`config.mk`:
```
export PLATFORM = sky130hd
export DESIGN_NAME = pipelined_adder
export DESIGN_NICKNAME = d
export VERILOG_FILES = /design/src/rtl/pipelined_adder.sv
export SDC_FILE = /design/constraint.sdc
export NUM_CORES = 1
export LEC_CHECK = 0
export ABC_AREA = 1
export CAP_MARGIN = 5
export CORE_MARGIN = 2
export CORE_UTILIZATION = 56
export DETAILED_ROUTE_END_ITERATION = 12
export PLACE_DENSITY_LB_ADDON = 0.1
export SETUP_SLACK_MARGIN = 0.3
export SLEW_MARGIN = 20
export SYNTH_ARGS = -nofsm -noshare
export SYNTH_HDL_FRONTEND = slang
export SYNTH_SLANG_ARGS = --single-unit
```
`constraint.sdc`:
```
create_clock -name clk -period 6.1 [get_ports clk]
set_input_delay 0.61 -clock clk [delete_from_list [all_inputs] [get_ports clk]]
set_output_delay 0.61 -clock clk [all_outputs]
set_load 0.005 [all_outputs]
```
`src/rtl/pipelined_adder.sv`:
```
// Streaming add/sub unit whose carry chain is cut into STAGES segments, one per pipeline stage.
// Optional saturation on signed overflow is enabled by defining PIPELINED_ADDER_SAT_EN.
module pipelined_adder #(
  parameter int WIDTH  = 32,
  parameter int STAGES = 4
) (
  input  logic             clk,
  input  logic             rst_n,
  input  logic             InValid,
  output logic             InReady,
  input  logic [WIDTH-1:0] A,
  input  logic [WIDTH-1:0] B,
  input  logic             Sub,
  output logic             OutValid,
  input  logic             OutReady,
  output logic [WIDTH-1:0] Sum,
  output logic             Cout,
  output logic             Ovf,
  output logic             Zero,
  output logic             Neg
);

  localparam int SEG = WIDTH / STAGES;

  // Registers between stages; index k holds the result of stage k (last index unused).
  logic [WIDTH-1:0] a_r     [STAGES];
  logic [WIDTH-1:0] bop_r   [STAGES];
  logic [WIDTH-1:0] psum_r  [STAGES];
  logic             carry_r [STAGES];
  logic             vld_r   [STAGES];

  logic [WIDTH-1:0] nx_a_s     [STAGES];
  logic [WIDTH-1:0] nx_bop_s   [STAGES];
  logic [WIDTH-1:0] nx_psum_s  [STAGES];
  logic             nx_carry_s [STAGES];
  logic             nx_vld_s   [STAGES];

  logic [WIDTH-1:0] sum_r;
  logic             out_valid_r;
  logic             cout_r;
  logic             ovf_r;
  logic             zero_r;
  logic             neg_r;

  logic             adv_s;
  logic [WIDTH-1:0] fin_raw_s;
  logic [WIDTH-1:0] fin_s;
  logic             a_msb_s;
  logic             b_msb_s;
  logic             ovf_s;

  assign adv_s   = !out_valid_r || OutReady;
  assign InReady = adv_s;

  for (genvar k = 0; k < STAGES; k++) begin : g_stage
    logic [WIDTH-1:0] in_a_s;
    logic [WIDTH-1:0] in_bop_s;
    logic [WIDTH-1:0] in_psum_s;
    logic             in_carry_s;
    logic             in_vld_s;
    logic [SEG:0]     seg_s;
    logic [WIDTH-1:0] psum_s;

    if (k == 0) begin : g_first
      // Subtract is A + ~B + 1: the +1 rides in as the first carry.
      assign in_a_s     = A;
      assign in_bop_s   = Sub ? ~B : B;
      assign in_psum_s  = '0;
      assign in_carry_s = Sub;
      assign in_vld_s   = InValid;
    end else begin : g_next
      assign in_a_s     = a_r[k-1];
      assign in_bop_s   = bop_r[k-1];
      assign in_psum_s  = psum_r[k-1];
      assign in_carry_s = carry_r[k-1];
      assign in_vld_s   = vld_r[k-1];
    end

    assign seg_s = {1'b0, in_a_s[k*SEG +: SEG]} + {1'b0, in_bop_s[k*SEG +: SEG]}
                 + {{SEG{1'b0}}, in_carry_s};

    // Insert this stage's segment into the partially completed sum.
    always_comb begin
      psum_s = in_psum_s;
      psum_s[k*SEG +: SEG] = seg_s[SEG-1:0];
    end

    assign nx_a_s[k]     = in_a_s;
    assign nx_bop_s[k]   = in_bop_s;
    assign nx_psum_s[k]  = psum_s;
    assign nx_carry_s[k] = seg_s[SEG];
    assign nx_vld_s[k]   = in_vld_s;
  end

  // Final-stage overflow detection and optional clamping.
  always_comb begin
    fin_raw_s = nx_psum_s[STAGES-1];
    a_msb_s   = nx_a_s[STAGES-1][WIDTH-1];
    b_msb_s   = nx_bop_s[STAGES-1][WIDTH-1];
    ovf_s     = (a_msb_s == b_msb_s) && (fin_raw_s[WIDTH-1] != a_msb_s);
    fin_s     = fin_raw_s;
`ifdef PIPELINED_ADDER_SAT_EN
    if (ovf_s) begin
      if (a_msb_s) begin
        fin_s = {1'b1, {(WIDTH-1){1'b0}}};
      end else begin
        fin_s = {1'b0, {(WIDTH-1){1'b1}}};
      end
    end else begin
      fin_s = fin_raw_s;
    end
`else
    fin_s = fin_raw_s;
`endif
  end

  // Pipeline advance under the global enable; reset discards in-flight work.
  always_ff @(posedge clk) begin
    if (!rst_n) begin
      for (int k = 0; k < STAGES - 1; k++) begin
        vld_r[k]   <= 1'b0;
        a_r[k]     <= '0;
        bop_r[k]   <= '0;
        psum_r[k]  <= '0;
        carry_r[k] <= 1'b0;
      end
      out_valid_r <= 1'b0;
      sum_r       <= '0;
      cout_r      <= 1'b0;
      ovf_r       <= 1'b0;
      zero_r      <= 1'b0;
      neg_r       <= 1'b0;
    end else if (adv_s) begin
      for (int k = 0; k < STAGES - 1; k++) begin
        vld_r[k]   <= nx_vld_s[k];
        a_r[k]     <= nx_a_s[k];
        bop_r[k]   <= nx_bop_s[k];
        psum_r[k]  <= nx_psum_s[k];
        carry_r[k] <= nx_carry_s[k];
      end
      out_valid_r <= nx_vld_s[STAGES-1];
      sum_r       <= fin_s;
      cout_r      <= nx_carry_s[STAGES-1];
      ovf_r       <= ovf_s;
      zero_r      <= (fin_s == '0);
      neg_r       <= fin_s[WIDTH-1];
    end
  end

  assign OutValid = out_valid_r;
  assign Sum      = sum_r;
  assign Cout     = cout_r;
  assign Ovf      = ovf_r;
  assign Zero     = zero_r;
  assign Neg      = neg_r;

endmodule

```
After elaboration in Yosys (flattened, before gate mapping)
Memories as Yosys holds them, arrays and structs flattened. A register that Yosys moved wholly into a read port is not among the register bits.
Cells that the tools add are included.
{ "totals": {"regBits": 36, "latchBits": 0, "mem_bits_rw": 392, "romBits": 0, "inputBits": 69, "out_inout_bits": 38, "word_cells": 61, "memories": 5} }
{ "memory_table": {"columns": ["name", "words", "width", "read_ports", "rd_ports_with_merged_regs", "write_ports", "line_no", "source"], "rows": [
  ["a_r", 4, 32, 3, 0, 3, "26", "logic [WIDTH-1:0] a_r [STAGES];"],
  ["bop_r", 4, 32, 3, 0, 3, "27", "logic [WIDTH-1:0] bop_r [STAGES];"],
  ["psum_r", 4, 32, 3, 0, 3, "28", "logic [WIDTH-1:0] psum_r [STAGES];"],
  ["carry_r", 4, 1, 3, 0, 3, "29", "logic carry_r [STAGES];"],
  ["vld_r", 4, 1, 3, 1, 3, "30", "logic vld_r [STAGES];"]
]} }
{ "classes": {"n_addsub": 8, "n_mul": 0, "div": 0, "order_cmp": 0, "eq_ne": 2, "shift": 0, "mux": 20, "n_bitwise": 16, "reduce_logical": 5} }
{ "ops": {"columns": ["op", "count"], "rows": [
  ["$mux 32", 10],
  ["$add 8x8->9", 4],
  ["$add 9x1->9", 4],
  ["$logic_not 32->1", 1],
  ["$not 32->32", 1],
  ["$or 1x1->1", 15],
  ["$mux 1", 10],
  ["$logic_not 1->1", 2],
  ["$eq 1x1->1", 1],
  ["$logic_and 1x1->1", 1],
  ["$logic_or 1x1->1", 1],
  ["$ne 1x1->1", 1]
]} }

Depth between registers and ports, before layout
{ "logic_depth": {"ltp_word": 6, "ltp_mapped": 12, "mapped_depth_nobuf": 12} }

Worst setup path before layout
No wires, ideal clock.
{ "synth_timing": {"path_kind": "input to register", "startpoint": "input OutReady", "endpoint": "memory a_r[0][10], enable pin", "setup_time_ns": 0.504, "t_arrival_ns": 3.905, "required_ns": 5.596, "slack_ns": 1.691, "path_stages": 5, "path_buffers": 1, "path_cell_list": "inv_1 nand2_2 nor2_4 buf_2 inv_1"} }
{ "synth_rtl": {"columns": ["element", "line_no", "source"], "rows": [
  ["start: declaration", "15", "input logic OutReady,"],
  ["end: declaration", "26", null]
]} }

==> metrics.txt <==
WL met3=593 um; Post-DRT Antenna Nets=0; post-CTS setup buffers=0; reg-to-reg slack, setup=~3.6 ns; Sw Ratio=between 20 and 25%; residual DRC count=0; FILL cells=1095; Reg2Reg Depth=4; Total Wirelength=14700 um; status=complete, no violations; DR WL met2=between 6000 and 7000 um; Slew HR=a little over two fifths; CTS Hold Bufs=0; critical path depth=5; CP arrival=3.05 ns; CP max-delay cell=nor2_4; core area=between 10000 and 15000 um2; area of the multi-input gates=2500 um2; die area=about 16000 um2; Worst path max stage delay=0.69 ns; CTS Root Cell=clkbuf_16; RSZ-0062 raised after global routing=no; Bufs on Longest Clock Path=2; mapped cell area=about 8500 um2; via count=~5500; Reg clk slew, reported paths=0.06 ns; vias in the first global route=5328; post-synthesis cell type count=36; critical path class=primary input to flip-flop; PD cells=approximately 280 nW/um2; RR Endpoint=a_r[0][57]; synthesized area per cell=10.4 um2; Static Leak=roughly 4.4 nW; M1 wire length=a little over 7000 um; syn_nets=916; setup tns final=0 ns; hold crit path type=flip-flop to flip-flop; Worst Tran Pin Value=roughly 0.86 ns; Routed WL per cell=13.2 um; largest net degree at the start of global routing=between 90 and 100; fin. max-slew vios=0; first-pass GRT wire length=24900 um; initial drt markers=between 400 and 500; Sinks on Clock Net=186; Setup violations, final=0; synthesized flop and latch total=186; clk_lat worst skew=0.42 ns; Comb power frac=a little under an eighth; critical path's top delay family=buffers and inverters; I/O Buffers=106; Yosys warnings=0; nets@finish=just over 1000; RR Startpoint=OutValid; diode count=0; clock share of power=36.6%; final worst slack=between 3 and 4 ns; IO Pins=107; Worst VDD drop=205 uV; Int Pwr=between 2 and 2.5 mW; Num CTS Buffers=17; drt pass-1 iters=4; post-route minimum period=approximately 3 ns; Fin Hold WS=0.458 ns; initial core utilization=57.8%; Fin. Hold Viols=0; via/cell ratio=4.99; layout cell share with drive strength beyond 1=4.54%; Clock Skew=approximately 0.0055 ns; CTS tree=built; Site Rows=44; die height=127 um; GRT Total Usage=19.6%; CP Cell Sequence=clkdlybuf4s50_1 > inv_1 > nor2_4 > inv_6 > buf_4; GRT Residual Overflow=0; Sequential Power Share=between 50% and 60%; die width=between 100 and 150 um; CP Launch Type=primary input; Sw Pwr=around 0.67 mW; initial antenna violation count=0; Max-Cap Viols=0; H-Tree Level Count=4; Highest Clock Rate=338 MHz; worst setup path end=a_r[0][57]; dpl ws=2.71 ns; combined flip-flop and latch cell area=5230 um2; sum of buffers and inverters on the critical path=4; HPWL Detailed=between 10000 and 15000 um; top routing layer in use=met4; register area share after synthesis=61.8%; Critical Path Start=rst_n; Syn-to-layout area delta=20.7%; CP Max Fanout=93; placer congestion estimate=0.805; endpoint class of the critical path=flip-flop; post-cts resize count=0; Critical Path RT=6.19 ns; Gate Count Post-Synth=812; Tcrit/Tclk final=48.6%; hold path start=Cout
## power groups by stage
stage	clock network (mW)	logic, mW	registers [mW]
4_1_cts	1.08	0.331	1.51
6_report	1.06	0.330	1.51
5_1_grt	1.13	0.374	1.52
3_5_place_dp	0	0.329	1.54
3_3_place_gp	0	0.321	1.53
2_1_floorplan	0	0.209	1.53
## logic make-up (layout without fill, tap and decap cells)
group,Yosys count,count (layout),synth area share (%)
xor gates and xnor gates,32,32,3.31
DFF,186,186,61.8
AOI/OAI and AO/OA,97,97,6.80
buffers and inverters,185,299,8.73
and+or+nand+nor,277,277,13.6
adders and majority gates,35,35,5.80
## final cells by class
type / instances / share of cell area (%)
sequential: 186 / 51.2
timing repair buffer: 109 / 10.6
multi-input combinational: 441 / 24.5
clock inverter: 14 / 1.45
inverter: 158 / 5.86
clock buffer: 18 / 4.20
tap: 184 / 2.25
## per-stage QoR
step | instances | utilization (%) | total power [mW] | instance area [um2]
2_1_floorplan | 812 | - | 1.74 | 8460
3_3_place_gp | 1078 | 65.8 | 1.86 | 9630
3_5_place_dp | 1078 | 65.8 | 1.87 | 9630
4_1_cts | 1110 | 69.7 | 2.92 | 10200
5_1_grt | 1110 | 69.7 | 3.03 | 10200
6_report | 1110 | 69.7 | 2.90 | 10200
## how the worst min path moves through the flow
| stage | cells past startpoint | slack, ns | endpoint |
|---|---|---|---|
| after floorplan | 2 | 0.42 | OutValid |
| after global placement | 2 | 0.44 | Sum[1] |
| after detailed placement | 2 | 0.45 | Cout |
| after CTS | 2 | 0.46 | Cout |
| after global routing | 2 | 0.49 | Sum[23] |
| final | 2 | 0.46 | Cout |
## worst register-to-register path: stages, from the launching register on
cell	delay, ns
dfxtp_1	0.35
nand2_2	0.12
nor2_4	0.68
inv_6	0.49
buf_4	0.56
## state kept, by name, summed over array words and instances (netlist names)
name      count
a_r          48
bop_r        48
psum_r       48
Sum          32
carry_r       3
vld_r         3
Cout          1
OutValid      1
Ovf           1
Zero          1
## metal layers
metal / up-vias / GRT usage [%]
met5: - / 0
met4: 0 / 5.62
met3: 13 / 4.47
met2: 122 / 32.0
met1: 2552 / 26.6
li1: 2852 / -
## cells in the final DEF (no fill, tap or decap), types with 4 or more instances in the layout
master and instances:
a21o_1 4, a21oi_1 37, a22o_1 14, clkbuf_16 17, clkdlybuf4s50_1 105, dfxtp_1 36, edfxtp_1 150, fa_1 7
ha_1 28, inv_1 156, nand2_1 73, nand3_1 21, nand4_1 20, nor2_1 151, o21ai_0 30, xnor2_1 24
xor2_1 8
## cell usage after synthesis
cell	count	area [um2]
a22o_1	14	123
a21oi_1	37	185
o21ai_1	2	10.0
buf_2	17	85.1
a211oi_1	3	22.5
a21o_1	4	30.0
o311ai_0	1	8.76
dfxtp_1	36	721
fa_1	7	140
inv_1	157	589
clkbuf_1	4	15.0
nand3b_1	2	15.0
or2_2	1	6.26
o21ai_0	30	150
nor3_1	2	10.0
and3_1	1	6.26
or2_1	1	6.26
nand2_2	2	12.5
or2_0	1	6.26
xnor2_1	24	210
edfxtp_1	150	4500
and2_0	1	6.26
ha_1	28	350
buf_4	6	45.0
a22o_2	1	10.0
o21a_1	1	7.51
o21ai_2	1	8.76
xor2_1	8	70.1
inv_2	1	3.75
nand3_1	21	105
nand4_1	20	125
nor2_4	1	11.3
o211ai_1	1	7.51
nor2_1	151	567
a31oi_1	2	12.5
nand2_1	73	274
(Power assumes the default switching activity.)
